==> src/rtl/sched_pkg.sv <==
// rtl/sched_pkg.sv - shared types for the schedule-table controller
package sched_pkg;

   localparam int ENTRY_W = 18;

   typedef enum logic [1:0] {
      NOP  = 2'd0,
      ALU  = 2'd1,
      MUL  = 2'd2,
      RSVD = 2'd3
   } unit_e;

   typedef enum logic [1:0] {
      IDLE = 2'd0,
      RUN  = 2'd1,
      DONE = 2'd2
   } state_e;

   // Field order is MSB first so the struct overlays cfg_data bit-for-bit.
   typedef struct packed {
      logic       last;
      logic       res;
      logic       dst_en;
      logic [3:0] dst;
      logic       op;
      logic [3:0] sel2;
      logic [3:0] sel1;
      unit_e      unit;
   } sched_entry_t;

endpackage

==> src/rtl/sched_entry_decode.sv <==
// rtl/sched_entry_decode.sv - combinational decode of one schedule entry
module sched_entry_decode
   import sched_pkg::*;
#(
   parameter int NUM_REGS = 12,
   parameter int SEL_W    = 4
) (
   input  sched_entry_t        entry_i,
   input  logic                valid_i,
   output logic [SEL_W-1:0]    alu1_sel1_o,
   output logic [SEL_W-1:0]    alu1_sel2_o,
   output logic                alu1_op_o,
   output logic [SEL_W-1:0]    mul1_sel1_o,
   output logic [SEL_W-1:0]    mul1_sel2_o,
   output logic                mul1_op_o,
   output logic [NUM_REGS-1:0] reg_en_o,
   output logic                result_en_o,
   output logic                last_o
);

   always_comb begin
      alu1_sel1_o = '0;
      alu1_sel2_o = '0;
      alu1_op_o   = 1'b0;
      mul1_sel1_o = '0;
      mul1_sel2_o = '0;
      mul1_op_o   = 1'b0;
      reg_en_o    = '0;
      result_en_o = 1'b0;
      last_o      = entry_i.last;
      if (valid_i) begin
         case (entry_i.unit)
            ALU: begin
               alu1_sel1_o = SEL_W'(entry_i.sel1);
               alu1_sel2_o = SEL_W'(entry_i.sel2);
               alu1_op_o   = entry_i.op;
            end
            MUL: begin
               mul1_sel1_o = SEL_W'(entry_i.sel1);
               mul1_sel2_o = SEL_W'(entry_i.sel2);
               mul1_op_o   = entry_i.op;
            end
            default: ;
         endcase
         // Destinations beyond NUM_REGS match no bit and so enable nothing.
         for (int i = 0; i < NUM_REGS; i++) begin
            if (entry_i.dst_en && (32'(entry_i.dst) == i)) reg_en_o[i] = 1'b1;
         end
         result_en_o = entry_i.res;
      end
   end

endmodule

==> src/rtl/sched_table_controller.sv <==
// rtl/sched_table_controller.sv - table-driven schedule sequencer for the shared ALU/MUL datapath
// Optional run_cycles counter enabled by SCHED_CYCLE_CNT_EN.
module sched_table_controller
   import sched_pkg::*;
#(
   parameter int DEPTH    = 16,
   parameter int NUM_REGS = 12,
   parameter int SEL_W    = 4,
   parameter int ADDR_W   = $clog2(DEPTH)
) (
   input  logic                clk,
   input  logic                rst_n,
   input  logic                start,
   input  logic                abort,
   input  logic                cfg_we,
   input  logic [ADDR_W-1:0]   cfg_addr,
   input  logic [ENTRY_W-1:0]  cfg_data,
   output logic                cfg_err,
   output logic                op_ready,
   output logic                busy,
   output logic                done_next,
   output logic                result_en,
   output logic [SEL_W-1:0]    alu1_sel1,
   output logic [SEL_W-1:0]    alu1_sel2,
   output logic                alu1_op,
   output logic [SEL_W-1:0]    mul1_sel1,
   output logic [SEL_W-1:0]    mul1_sel2,
   output logic                mul1_op,
`ifdef SCHED_CYCLE_CNT_EN
   output logic [15:0]         run_cycles,
`endif
   output logic [NUM_REGS-1:0] reg_en
);

   state_e             state_q, state_d;
   logic [ADDR_W-1:0]  pc_q, pc_d;
   logic               cfg_err_q;
   sched_entry_t       table_q [DEPTH];
   logic               cur_last;

   always_comb begin
      state_d = state_q;
      pc_d    = pc_q;
      case (state_q)
         IDLE: if (start) begin
            state_d = RUN;
            pc_d    = '0;
         end
         RUN: begin
            if (abort) begin
               state_d = IDLE;
               pc_d    = '0;
            end else if (cur_last || (pc_q == ADDR_W'(DEPTH - 1))) begin
               state_d = DONE;
            end else begin
               pc_d = pc_q + 1'b1;
            end
         end
         DONE: begin
            state_d = IDLE;
            pc_d    = '0;
         end
         default: begin
            state_d = IDLE;
            pc_d    = '0;
         end
      endcase
   end

   always_ff @(posedge clk or negedge rst_n) begin
      if (!rst_n) begin
         state_q   <= IDLE;
         pc_q      <= '0;
         cfg_err_q <= 1'b0;
         for (int i = 0; i < DEPTH; i++) table_q[i] <= '0;
      end else begin
         state_q   <= state_d;
         pc_q      <= pc_d;
         cfg_err_q <= cfg_we && (state_q != IDLE);
         if (cfg_we && (state_q == IDLE)) table_q[cfg_addr] <= sched_entry_t'(cfg_data);
      end
   end

`ifdef SCHED_CYCLE_CNT_EN
   logic [15:0] run_cycles_q;

   always_ff @(posedge clk or negedge rst_n) begin
      if (!rst_n) begin
         run_cycles_q <= '0;
      end else if ((state_q == IDLE) && start) begin
         run_cycles_q <= '0;
      end else if ((state_q == RUN) && (run_cycles_q != 16'hFFFF)) begin
         run_cycles_q <= run_cycles_q + 16'd1;
      end
   end

   assign run_cycles = run_cycles_q;
`endif

   assign cfg_err   = cfg_err_q;
   assign op_ready  = (state_q == IDLE);
   assign busy      = (state_q == RUN);
   assign done_next = (state_q == DONE);

   // An aborting cycle still counts as RUN but drives nothing into the datapath.
   sched_entry_decode #(
      .NUM_REGS (NUM_REGS),
      .SEL_W    (SEL_W)
   ) u_decode (
      .entry_i     (table_q[pc_q]),
      .valid_i     ((state_q == RUN) && !abort),
      .alu1_sel1_o (alu1_sel1),
      .alu1_sel2_o (alu1_sel2),
      .alu1_op_o   (alu1_op),
      .mul1_sel1_o (mul1_sel1),
      .mul1_sel2_o (mul1_sel2),
      .mul1_op_o   (mul1_op),
      .reg_en_o    (reg_en),
      .result_en_o (result_en),
      .last_o      (cur_last)
   );

endmodule

==> config.mk <==
export PLATFORM = sky130hd
export DESIGN_NAME = sched_table_controller
export DESIGN_NICKNAME = d
export VERILOG_FILES = /design/src/rtl/sched_pkg.sv /design/src/rtl/sched_entry_decode.sv /design/src/rtl/sched_table_controller.sv
export SDC_FILE = /design/constraint.sdc
export NUM_CORES = 1
export LEC_CHECK = 0
export BUFFER_PORTS_ARGS = -buffer_cell sky130_fd_sc_hd__buf_2
export CAP_MARGIN = 5
export CELL_PAD_IN_SITES_DETAIL_PLACEMENT = 1
export CELL_PAD_IN_SITES_GLOBAL_PLACEMENT = 2
export CORE_MARGIN = 5
export CORE_UTILIZATION = 46
export DETAILED_ROUTE_END_ITERATION = 8
export GPL_TIMING_DRIVEN = 0
export PLACE_DENSITY_LB_ADDON = 0.1
export REMOVE_ABC_BUFFERS = 1
export SYNTH_ARGS = -nofsm -noshare
export SYNTH_HDL_FRONTEND = slang
export SYNTH_SLANG_ARGS = --single-unit
==> constraint.sdc <==
create_clock -name clk -period 3.15 [get_ports clk]
set_input_delay 0.7875 -clock clk [delete_from_list [all_inputs] [get_ports clk]]
set_output_delay 0.7875 -clock clk [all_outputs]
set_load 0.02 [all_outputs]
==> impl_summary.md <==
Timing
Dividing the final minimum period by the clock period gives 122%. The accumulated negative setup slack is -17.90 ns. For the pin with the worst max-slew slack, the measured transition is 1.33 ns. Derived from the worst setup path, the maximum achievable clock frequency is 0.259 GHz. The final hold slack is 0.331 ns. The final number of setup-violating endpoints is 31. The hold violation count in the final report came to 0.

The smallest setup slack after layout is -0.706 ns. The max-slew violation count is 0. After layout, the minimum clock period comes to ~3.9 ns. The worst pin sits at a relative slew slack of 11.1%. Setup repair after global routing could not meet its margin everywhere. Across the routed clock network, the largest skew measured is 0.0195 ns.

Worst setup path
Among cell families on the critical path, the largest total delay comes from multiplexers. The type of destination of the critical path is an output port. The startpoint type of the worst setup path is a flop. Data on the critical path is required at its endpoint by roughly 2.4 ns.

The signal on the critical path passes through buf_16 > buf_16 > mux4_2 > mux4_2 > or3_4 > nor2b_4 > buf_6. Data arrives at the worst endpoint at 3.07 ns. The largest stage delay on the critical path is 0.56 ns. The type of the worst setup path is reg2out.

Together, buffers and inverters on the worst path number 3. For flop-to-flop paths, the worst setup slack is 0.25 ns. The slowest stage of the critical path is the mux4_2 cell. The critical-path maximum fanout is 5.

Finish
The area taken by flip-flops and latches is 0.00740 mm². The share of final-layout standard cells stronger than drive strength 1 is 58.6%. The final cell count without fillers is about 1300.

The net total in the final layout is 959. The area growth from synthesis to final layout is 17.9%. The layout has ~2800 filler cells. 0 antenna diodes ended up in the layout.

The post-route standard cell area excluding fillers is about 0.016 mm². The area taken by multi-input logic gates is slightly above 0.006 mm².

Detailed routing
The number of iterations in the first detailed-routing pass is 4. The remaining design rule violation count is 0. The count of nets left with antenna violations once routing finished came out at 0. For this block, the initial DRC count from the detailed router was about 400. The overall routed net length is approximately 37 mm. The average via count per standard cell is slightly below 6. The via count is 7968. The routed length per placed instance is ~27 µm.

Synthesis
The instance count of the mapped netlist is between 800 and 900. The average footprint of a synthesized cell is between 15 and 20 µm². For this run, the number of Yosys warnings is 0. The post-synth design cell area is 0.0137 mm².

The proportion of netlist area held by the largest area contributor is 53.9%. The count of different cell masters after synthesis is 50. The most numerous cell in the Yosys netlist is dfrtp_1. The total of flip-flops plus latches after synthesis is just under 300. Summing the sequential cell areas from Yosys gives 53.9% of the chip area. In the synthesized netlist the dominant register cell turns out to be dfrtp_1. Ranked by total cell area, the synthesized netlist is headed by dfrtp_1, mux2_2, mux4_2. The number of synthesized flops with an enable pin is 0.

In the synthesized netlist, the cells that appear most often are dfrtp_1, mux2_2, mux4_2, clkbuf_1, nor2_1. Of all cell types, the one taking the most synthesized area is dfrtp_1. The share of flip-flops with an asynchronous set or reset after synthesis is 100%.

Global routing
The number of global-route vias before repair is ~9000. After global routing, the most crowded layer is met2. Global routing used 36.6% of the available met2 tracks. The first global-routing pass estimated 56.2 mm of wire.

For this run, the total global-route usage over all layers was measured as between 20 and 25%. The number of antenna violations at the first check in global routing is 0. The leftover overflow at the end of global routing is 0.

The global routing usage on met1 is about a third. Entering global routing, the biggest net connects roughly 120 pins. The met3 usage in global routing is 3.25%.

Clock tree
Counting along the longest clock path gives a buffer depth of 3. Clock-pin slew was measured on the worst setup and hold paths at about 0.06 ns. The TritonCTS clock tree is yes.

In this run the clock root is driven by a clkbuf_16. Clock latency on the worst-skew pair, taken at its later pin, is 0.52 ns. In this run, CTS created clock tree buffers numbering 35. CTS saw 295 sinks.

The H-tree generated during clock tree synthesis spans 2 levels.

Power
In this run the power density over the cells is 915 mW/mm². The static leakage is 6.98 nW. Across the VDD grid, the largest voltage drop is ~0.44 mV.

Placement
The detailed placer's ending HPWL is between 20 and 25 mm. At the placement stage, the worst setup path has a slack of -1.20 ns. The congestion estimate from routability-driven global placement came to around 0.75. The number of placed cells counting well taps is around 1300. The number of input and output port buffers inserted is 61. The area of placed instances is 0.0145 mm².

Hold path
The worst hold path belongs to the class in2async.

Status
The flow ran to the end, but the final reports show violations. The checks that failed: negative setup slack.

Floorplan
The top-level I/O count is 62. The die outline area is approximately 0.033 mm². The starting utilization of the core area is 46.3%. The die extent in x is 183 µm. The area of the placeable core is 0.0296 mm². The vertical extent of the die is 183 µm. Row generation in the floorplan step produced 63 rows.

Flow run
The tool flagged a number of max-cap violations equal to 0.
==> flip-flops by register name, summed over array words and instances (netlist names) <==
register and cells:
state_q 2, cfg_err 1, table_q 288, pc_q 4
==> report_power, final <==
part           internal [mW]  switching [mW]
Clock                   2.41            1.56
Sequential              5.33           0.805
Combinational           2.85            1.83
==> layout by cell type (no fill, tap or decap), drive strengths merged, types with 3 or more instances in the layout <==
| master | count |
|---|---|
| nand2b | 4 |
| and2 | 12 |
| nand2 | 13 |
| nor3b | 3 |
| a22oi | 5 |
| or3 | 4 |
| buf | 89 |
| a22o | 4 |
| clkbuf | 52 |
| mux2i | 11 |
| nor3 | 9 |
| nor2b | 16 |
| dfrtp | 295 |
| clkinv | 7 |
| mux4 | 79 |
| nand3 | 6 |
| o22ai | 3 |
| nor2 | 22 |
| mux2 | 292 |
==> what timing repair did <==
| action | CTS | global route |
|---|---|---|
| gates resized for setup | 27 | 52 |
| setup buffers | 13 | 3 |
| hold buffers | 0 | 0 |
| endpoints found under the setup margin | 31 | 31 |
| gates cloned | 3 | 0 |
| pin swaps | 1 | 2 |
==> worst reg2reg max path, cell delays in order, from the launching register on <==
cell     delay, ns
dfrtp_1       0.49
nor2_2        0.29
nand2_1       0.15
or3_1         0.52
nor3_4        0.75
buf_16        0.23
mux2_2        0.35
==> per-layer routing <==
metal / share of wire [%] / vias to the layer above
met5: 0 / -
met4: 1.7 / 0
met3: 3.9 / 43
met2: 49 / 161
met1: 45 / 4386
li1: - / 3378
==> layout make-up <==
cell class | count | area share (%)
inverter | 3 | 0.0697
clock inverter | 9 | 0.488
tap | 390 | 3.02
multi-input combinational | 506 | 38.0
timing repair buffer | 90 | 6.03
clock buffer | 52 | 6.58
sequential | 295 | 45.8
==> stage by stage <==
stage	power (mW)	utilization, %
after floorplan	9.17	-
after global placement	9.97	47.9
after detailed placement	10.4	49.0
after CTS	14.8	53.8
after global routing	15.6	54.6
final	14.8	54.6
==> final timing paths <==
path,end,startpoint,cells past startpoint
worst min-delay path,table_q[208]$_DFFE_PN0P_,rst_n,1
max in group asynchronous,table_q[111]$_DFFE_PN0P_,rst_n,2
worst max-delay path,mul1_op,pc_q[0]$_DFFE_PN0P_,7
worst max register to register,table_q[285]$_DFFE_PN0P_,state_q[1]$_DFFE_PN0P_,6
worst min register to register,table_q[95]$_DFFE_PN0P_,table_q[95]$_DFFE_PN0P_,1
min in group clk,table_q[95]$_DFFE_PN0P_,table_q[95]$_DFFE_PN0P_,1
==> cell families (layout without fill, tap and decap cells) <==
| group | count (synthesis) | count (layout) | share of synthesized area, % |
|---|---|---|---|
| buf+inv | 65 | 154 | 2.55 |
| fa+ha+maj | 1 | 1 | 0.0913 |
| mux | 382 | 382 | 37.9 |
| simple gates | 96 | 97 | 3.99 |
| compound gates | 26 | 26 | 1.63 |
| flops | 295 | 295 | 53.9 |
Note: power is estimated with default switching activity, not from simulation.
